<file path="config.mk">
export PLATFORM = sky130hd
export DESIGN_NAME = booth_op_sequencer
export DESIGN_NICKNAME = d
export VERILOG_FILES = /design/src/rtl/booth_pkg.sv /design/src/rtl/booth_op_fifo.sv /design/src/rtl/booth_op_sequencer.sv
export SDC_FILE = /design/constraint.sdc
export NUM_CORES = 1
export LEC_CHECK = 0
export CAP_MARGIN = 20
export CELL_PAD_IN_SITES_DETAIL_PLACEMENT = 2
export CELL_PAD_IN_SITES_GLOBAL_PLACEMENT = 2
export CORE_MARGIN = 2
export CORE_UTILIZATION = 44
export CTS_CLUSTER_SIZE = 24
export DETAILED_ROUTE_END_ITERATION = 10
export PLACE_DENSITY = 0.91
export SLEW_MARGIN = 10
export SYNTH_ARGS = -nofsm -noshare
export SYNTH_HDL_FRONTEND = slang
export SYNTH_SLANG_ARGS = --single-unit
</file>
<file path="constraint.sdc">
create_clock -name clk -period 5.9 [get_ports clk]
set_input_delay 0.59 -clock clk [delete_from_list [all_inputs] [get_ports clk]]
set_output_delay 0.59 -clock clk [all_outputs]
set_load 0.02 [all_outputs]
</file>
<file path="src/rtl/booth_pkg.sv">
// booth_pkg: shared FSM state encoding and default sizes for the Booth
// multiplier operand sequencer, its multiplier and the benches.
`default_nettype none

package booth_pkg;

  localparam int WIDTH_DEF = 16;
  localparam int LAT_DEF   = 18;

  typedef enum logic [2:0] {
    IDLE   = 3'd0,
    START  = 3'd1,
    LOAD_A = 3'd2,
    LOAD_B = 3'd3,
    WAIT   = 3'd4,
    OUT    = 3'd5
  } state_t;

endpackage

`default_nettype wire

</file>
<file path="src/rtl/booth_op_fifo.sv">
// booth_op_fifo: operand-pair FIFO, DEPTH entries of 2*WIDTH bits, with
// wrap-bit pointers and combinational head output.
`default_nettype none

module booth_op_fifo #(
  parameter int WIDTH = 16,
  parameter int DEPTH = 4
) (
  input  logic               clk,
  input  logic               rst_n,
  input  logic               wr_en,
  input  logic [2*WIDTH-1:0] wr_data,
  input  logic               rd_en,
  output logic [2*WIDTH-1:0] rd_data,
  output logic               full,
  output logic               empty
);

  localparam int AW = $clog2(DEPTH);

  logic [AW:0]        wr_ptr;
  logic [AW:0]        rd_ptr;
  logic [2*WIDTH-1:0] mem [DEPTH];
  logic               do_wr;
  logic               do_rd;

  // Same index with differing wrap bits means every slot is occupied.
  assign full    = (wr_ptr[AW] != rd_ptr[AW]) && (wr_ptr[AW-1:0] == rd_ptr[AW-1:0]);
  assign empty   = (wr_ptr == rd_ptr);
  assign do_wr   = wr_en && !full;
  assign do_rd   = rd_en && !empty;
  assign rd_data = mem[rd_ptr[AW-1:0]];

  always_ff @(posedge clk or negedge rst_n) begin
    if (!rst_n) begin
      wr_ptr <= '0;
      rd_ptr <= '0;
    end else begin
      if (do_wr) wr_ptr <= wr_ptr + (AW+1)'(1);
      if (do_rd) rd_ptr <= rd_ptr + (AW+1)'(1);
    end
  end

  always_ff @(posedge clk) begin
    if (do_wr) mem[wr_ptr[AW-1:0]] <= wr_data;
  end

endmodule

`default_nettype wire

</file>
<file path="src/rtl/booth_op_sequencer.sv">
// booth_op_sequencer: queues operand pairs, feeds them serially to a Booth
// multiplier (start, A, B), waits LAT cycles and holds the product for handoff.
`default_nettype none

module booth_op_sequencer
  import booth_pkg::*;
#(
  parameter int WIDTH = WIDTH_DEF,
  parameter int LAT   = LAT_DEF,
  parameter int DEPTH = 4
) (
  input  logic               clk,
  input  logic               rst_n,
  input  logic               op_valid,
  input  logic [WIDTH-1:0]   op_a,
  input  logic [WIDTH-1:0]   op_b,
  output logic               op_ready,
  output logic               mul_start,
  output logic [WIDTH-1:0]   mul_data,
  input  logic [2*WIDTH-1:0] mul_result,
  output logic               res_valid,
  output logic [2*WIDTH-1:0] res_data,
  input  logic               res_ready,
  output logic               busy
);

  localparam int CNT_W = (LAT > 1) ? $clog2(LAT) : 1;

  state_t             state;
  state_t             next_state;
  logic [WIDTH-1:0]   a_q;
  logic [WIDTH-1:0]   b_q;
  logic [CNT_W-1:0]   cnt;
  logic               rdy_en;
  logic               pop;
  logic               fifo_full;
  logic               fifo_empty;
  logic [2*WIDTH-1:0] head;

  // rdy_en keeps op_ready low through reset and raises it one edge later.
  assign op_ready = rdy_en && !fifo_full;
  assign busy     = (state != IDLE);

  booth_op_fifo #(
    .WIDTH (WIDTH),
    .DEPTH (DEPTH)
  ) u_fifo (
    .clk     (clk),
    .rst_n   (rst_n),
    .wr_en   (op_valid && op_ready),
    .wr_data ({op_a, op_b}),
    .rd_en   (pop),
    .rd_data (head),
    .full    (fifo_full),
    .empty   (fifo_empty)
  );

  always_comb begin
    next_state = state;
    pop        = 1'b0;
    mul_start  = 1'b0;
    mul_data   = '0;
    case (state)
      IDLE: begin
        if (!fifo_empty) begin
          pop        = 1'b1;
          next_state = START;
        end
      end
      START: begin
        mul_start  = 1'b1;
        next_state = LOAD_A;
      end
      LOAD_A: begin
        mul_data   = a_q;
        next_state = LOAD_B;
      end
      LOAD_B: begin
        mul_data   = b_q;
        next_state = WAIT;
      end
      WAIT: begin
        if (cnt == '0) next_state = OUT;
      end
      OUT: begin
        // Going straight to START keeps back-to-back pairs gap-free.
        if (res_ready) begin
          if (!fifo_empty) begin
            pop        = 1'b1;
            next_state = START;
          end else begin
            next_state = IDLE;
          end
        end
      end
      default: next_state = IDLE;
    endcase
  end

  always_ff @(posedge clk or negedge rst_n) begin
    if (!rst_n) begin
      state  <= IDLE;
      rdy_en <= 1'b0;
    end else begin
      state  <= next_state;
      rdy_en <= 1'b1;
    end
  end

  always_ff @(posedge clk or negedge rst_n) begin
    if (!rst_n) begin
      a_q       <= '0;
      b_q       <= '0;
      cnt       <= '0;
      res_valid <= 1'b0;
      res_data  <= '0;
    end else begin
      if (pop) begin
        a_q <= head[2*WIDTH-1:WIDTH];
        b_q <= head[WIDTH-1:0];
      end
      if (state == LOAD_B) begin
        cnt <= CNT_W'(LAT - 1);
      end else if (state == WAIT && cnt != '0) begin
        cnt <= cnt - CNT_W'(1);
      end
      if (state == WAIT && cnt == '0) begin
        res_valid <= 1'b1;
        res_data  <= mul_result;
      end else if (state == OUT && res_ready) begin
        res_valid <= 1'b0;
      end
    end
  end

endmodule

`default_nettype wire

</file>
* Word-level counts from Yosys, hierarchy flattened
Memories as Yosys holds them, arrays and structs flattened. A register that Yosys moved wholly into a read port is not among the register bits.
Index checks and enable logic that the tools add are counted.
** Operators by class
- Add/sub/neg operators :: 3
- Equal/unequal tests :: 11
- Muxes and demuxes :: 16
- Reductions and logical operators :: 18
** Operators with widths (count)
- one-hot mux 16 bit (2 select lines) :: 1
- one-hot mux 3 bit (6 select lines) :: 1
- 2-to-1 mux 5 bit :: 2
- 2-to-1 mux 3 bit :: 3
- logical AND 1 bit :: 8
- 2-to-1 mux 1 bit :: 8
- adder 3 x 1 -> 3 bit (second input constant) :: 2
- equality test 3 x 2 -> 1 bit (second input constant) :: 2
- equality test 3 bit (second input constant) :: 2
- logical NOT 5 bit :: 1
- nonzero test 5 bit :: 1
- subtractor 5 x 1 -> 5 bit (second input constant) :: 1
- != test 2 bit (second input constant) :: 2
- nonzero test 2 bit :: 2
- equality test 3 x 1 -> 1 bit (second input constant) :: 1
- equality test 3 bit :: 1
- logical NOT 1 bit :: 3
- logical NOT 3 bit :: 1
- AND reduction 3 bit :: 1
- nonzero test 3 bit :: 1
- equality test 2 bit :: 1
- != test 2 x 1 -> 1 bit (second input constant) :: 1
- one-hot mux 1 bit (2 select lines) :: 1
- != test 1 bit :: 1
** Word-level totals
- Register bits after elaboration :: 48
- RAM bits :: 128
- Bits of input ports :: 68
- Output and inout port bits :: 52
- Memories :: 1
** Memories
- u_fifo.mem :: words 4, bits a word 32, rd ports 1, clocked after Yosys merged registers in 1, wr ports 1, RTL line booth_op_fifo.sv:23 : logic [2*WIDTH-1:0] mem [DEPTH];

* Depth between registers and ports, before layout
- Word-level depth :: 8
- Depth in mapped cells :: 7

* Modules after synthesis
A second synthesis with hierarchy kept.
** Second synthesis, totals
- Cell total of the unflattened synthesis :: 664
- Area, all modules :: 9529.1 sq um
** By module, submodules not included
- booth_op_fifo :: times used 1, cells each 219, area each 5138.7 sq um, seq. area each 3993.8 sq um
- booth_op_sequencer :: times used 1, cells each 445, area each 4390.5 sq um, seq. area each 1851.8 sq um

* Least setup slack after synthesis
No wires, ideal clock.
- Kind :: register -> register
- Start :: reg u_fifo.rd_ptr[0]
- End :: mem u_fifo.mem[0][0] (netlist name), enable pin
- Data arrival time :: 1.902 ns
- Path slack :: 3.605 ns
- Cell stages (with the launch flop) :: 5
- Period minus slack after synthesis :: 2.295 ns
- Cells stage by stage :: dfrtp_1 -> buf_2 -> xor2_1 -> o31a_1 -> and3_1
** Between the ends
- Longest elaborated chain between the ends :: 8
** Ends and longest elaborated chain
- start, declared :: RTL line booth_op_fifo.sv:22 : logic [AW:0] rd_ptr;
- start signal, assigned :: RTL line booth_op_fifo.sv:40 : if (do_rd) rd_ptr <= rd_ptr + (AW+1)'(1);
- equality test 2 bit :: RTL line booth_op_fifo.sv:28 : assign full = (wr_ptr[AW] != rd_ptr[AW]) && (wr_ptr[AW-1:0] == rd_ptr[AW-1:0]);
- logical AND 1 bit :: RTL line booth_op_fifo.sv:28
- logical NOT 1 bit :: RTL line booth_op_sequencer.sv:41 : assign op_ready = rdy_en && !fifo_full;
- logical AND 1 bit :: RTL line booth_op_sequencer.sv:41
- via op_ready :: RTL line booth_op_sequencer.sv:17 : output logic op_ready,
- logical AND 1 bit :: RTL line booth_op_sequencer.sv:50 : .wr_en (op_valid && op_ready),
- logical AND 1 bit :: RTL line booth_op_fifo.sv:30 : assign do_wr = wr_en && !full;
- 2-to-1 mux 1 bit :: RTL line booth_op_fifo.sv:45 : if (do_wr) mem[wr_ptr[AW-1:0]] <= wr_data;
- 2-to-1 mux 1 bit (not written as such) :: RTL line booth_op_fifo.sv:45
- end, declared :: RTL line booth_op_fifo.sv:23
The timed path passes the listed nets, and every way through them passes these cells.

* Worst setup path in the final report
- Start :: reg state[1]
- End :: out mul_data[11]
** Between the ends
- Longest elaborated chain between the ends :: 2
- Elaborated cells on any way between the ends :: 3
- Classes of those cells :: 2 x eq/ne; 1 x mux
** Ends and longest elaborated chain
- start, declared :: RTL line booth_op_sequencer.sv:29 : state_t state;
- start signal, assigned :: RTL line booth_op_sequencer.sv:105 : state <= next_state;
- equality test 3 x 2 -> 1 bit :: RTL line booth_op_sequencer.sv:63 : case (state)
- one-hot mux 16 bit (2 select lines) (*) :: RTL line booth_op_sequencer.sv:63
- end, declared :: RTL line booth_op_sequencer.sv:19 : output logic [WIDTH-1:0] mul_data,
Every way passes the cells marked *; elsewhere a longest branch is shown, timed or not.

==> metrics.yaml <==
status: "complete, no violations"
synth_area_sq_um: 8193
maxSlewViolCount: 0
num_vias: 4365
cp-start-kind: "register"
drc: 0
clock_sinks: 208
grt_overflow: 0
relSlewSlack_pct: 34.40
grt_pass1_wl_um: 31710
die_x_um: 140.5
synth_cell_type_count: 46
syn_inst: 413
final_cell_count_no_fill: 790
synth-warning-count: 0
worstReg2RegEnd: "res_data[0]"
row_count: 49
slowest_delay_ns: 0.65
dp.cells: 747
synth_edf_count: 128
synth_compound_area_share_pct: 2.947
p_leak_nw: 3.811
worstSetupStartpoint: "state[1]"
worst_pin_slew_ns: 0.9841
rsz0062_at_grt: "false"
fin_nets: 618
start_util_pct: 45.30
synth.mux.area_fraction_pct: 19.06
vdd_drop_max_uv: 300.5
hpwl_um: 12350
pre_cts_ws_ns: 3.220
setup_slack_ns: 2.709
final_area_sq_um: 10360
worstSetupPathType: "register to output pin"
vias_per_cell: 5.525
fmax_ghz: 0.3134
synthTopCellsByCount: "128 x edfxtp_1, 80 x dfrtp_1, 36 x mux2_2, 32 x mux4_2, 29 x mux2_4"
max_cap_viol_count: 0
insertion_delay_ns: 0.53
hold_viol: 0
synth_ff_type: "edfxtp_1"
n_fill_cell: 1486
ys_ff_latch: 208
grt_usage_pct: 21.26
drive_above_1_share_pct: 26.02
firstDrtPassIters: 4
path_cells: "and2b_1, and2_0, buf_4, a22o_1, clkdlybuf4s50_1"
die-area_sq_um: 19730
grt_use_met1_pct: 26.69
core_area_sq_um: 18090
holdBufCountCts: 1
fin_util_pct: 57.28
synth.avg_cell_area_sq_um: 19.84
place_congestion: 0.7643
synth_top_family_by_area: "multiplexers"
numPortBuffers: 119
required_ns: 5.31
finClkSkew_ns: 0.01400
busiest_layer: "met2"
period_needed_ns: 3.191
postRouteWirelength_um: 20360
ys_top_cells_by_area: "edfxtp_1 47%, dfrtp_1 24%, mux4_2 8.8%, mux2_4 5.3%, mux2_2 4.9%"
end_kind: "output pin"
synth_fa_ha_area_share_pct: 0.9163
fp.dieH_um: 140.5
drt_iter0_markers: 219
syn_nets: 487
cts.clk_slew.worst_paths_ns: 0.06
p_per_area_nw_per_um2: 529.5
worstHoldPathType: "primary input to asynchronous set/reset pin"
period_share_pct: 54.08
ff2ff_path_depth: 4
cpMaxStageDelayCell: "clkdlybuf4s50_1"
ant_nets: 0
r2r_slack_ns: 3.29
fin_tns_setup_ns: 0
worstPathArrival_ns: 2.60
crit_end: "mul_data[11]"
grt_pass1_vias: 5089
area_growth_pct: 26.45
cts.repair.resized: 0
async_reset_ff_share_pct: 38.46
cp_max_fo: 16
yosys.area.top_type: "edfxtp_1"
routedWlPerCell_um: 25.77
setup_violations: 0
grtUsageMet3_pct: 5.402
io-pin-count: 120
synth_xor_xnor_area_share_pct: 0.7483
antenna_found_initial: 0
synth.most_common_cell: "edfxtp_1"
cts-buffers-inserted: 23
post_cts_buffers: 0
cts_tree: "built"
gr-usage-met2_pct: 37.28
cts.htree.levels: 1
r2r-start: "state[0]"
netlist.area_leader.share_pct: 46.92
synth_seq_area_share_pct: 71.35
cts-root-buf: "clkbuf_16"
n_antenna_cell: 0
place_area_sq_um: 9589
grt_start_max_net_pins: 65
synth_simple_gate_area_share_pct: 3.085
clockBufferDepth: 3
## cell families (layout without fill, tap and decap cells)
| family | Yosys count | in the layout |
|---|---|---|
| DFF | 208 | 208 |
| muxes | 97 | 97 |
| and+or+nand+nor | 40 | 40 |
| AOI/OAI and AO/OA | 30 | 30 |
| buffers and inverters | 24 | 172 |
| xor gates and xnor gates | 7 | 7 |
| adders and majority gates | 6 | 6 |
| other | 1 | 1 |
## layer usage
layer,part of all wire [%],routed length [um]
met5,0,0
met4,2.2,452
met3,6.6,1337
met2,50,10240
met1,41,8322
## cell usage in the layout (no fill, tap or decap), types with 2 or more instances in the layout
cell type,count
edfxtp_1,128
clkdlybuf4s50_1,118
dfrtp_1,79
mux2_2,36
mux4_2,32
mux2_4,29
clkbuf_16,23
a22o_1,16
nand2_1,8
buf_4,7
ha_1,6
clkbuf_1,6
xor2_1,5
o21ai_0,5
nand2b_1,4
nor2_1,4
inv_1,4
clkinv_1,4
and2_2,3
bufinv_16,3
clkinv_2,3
and2_1,2
xnor2_1,2
nor2b_1,2
nor4b_1,2
## flip-flops by register name, summed over array words and instances, names as in the netlist
| register | cells |
|---|---|
| u_fifo.rd_ptr | 3 |
| b_q | 16 |
| state | 3 |
| u_fifo.mem | 128 |
| res_data | 32 |
| res_valid | 1 |
| a_q | 16 |
| cnt | 5 |
| u_fifo.wr_ptr | 3 |
| rdy_en | 1 |
## cell type report
cell class	count	area (sq um)	area share (%)
clock inverters	12	148.9	1.437
repair buffers	126	1244	12.00
flip-flops and latches	208	5847	56.44
clock buffers	30	611.8	5.906
well taps	229	286.5	2.766
inverters	4	15.01	0.1449
multi-input cells	181	2207	21.30
## through the flow
step | hold WS [ns] | power (mW)
3_5_place_dp | 0.4884 | 4.044
5_1_grt | 0.5224 | 5.742
3_3_place_gp | 0.4601 | 3.896
2_1_floorplan | 0.2944 | 3.293
6_report | 0.4952 | 5.486
4_1_cts | 0.4925 | 5.562
## where the power goes
part           leakage (nW)  switching, mW  internal [mW]
Clock                 0.372          0.596          0.869
Combinational          1.34          0.898          0.964
Sequential             2.10          0.232           1.93
Total                  3.81           1.73           3.76
## critical path: cells and delay by family (launching register included)
kind | cells | cell delay, ns
buffers and inverters | 2 | 0.92
DFF | 1 | 0.54
and+or+nand+nor | 2 | 0.37
AOI/OAI and AO/OA | 1 | 0.25
## worst min path at each step
stage	endpoint	from	slack, ns
3_3_place_gp	res_valid	res_valid	0.46
4_1_cts	a_q[3]	rst_n	0.49
3_5_place_dp	u_fifo.rd_ptr[2]	u_fifo.rd_ptr[2]	0.49
6_report	res_data[25]	rst_n	0.50
2_1_floorplan	a_q[0]	rst_n	0.29
5_1_grt	res_data[25]	rst_n	0.52
No activity file was read; power rests on OpenSTA's default activity.
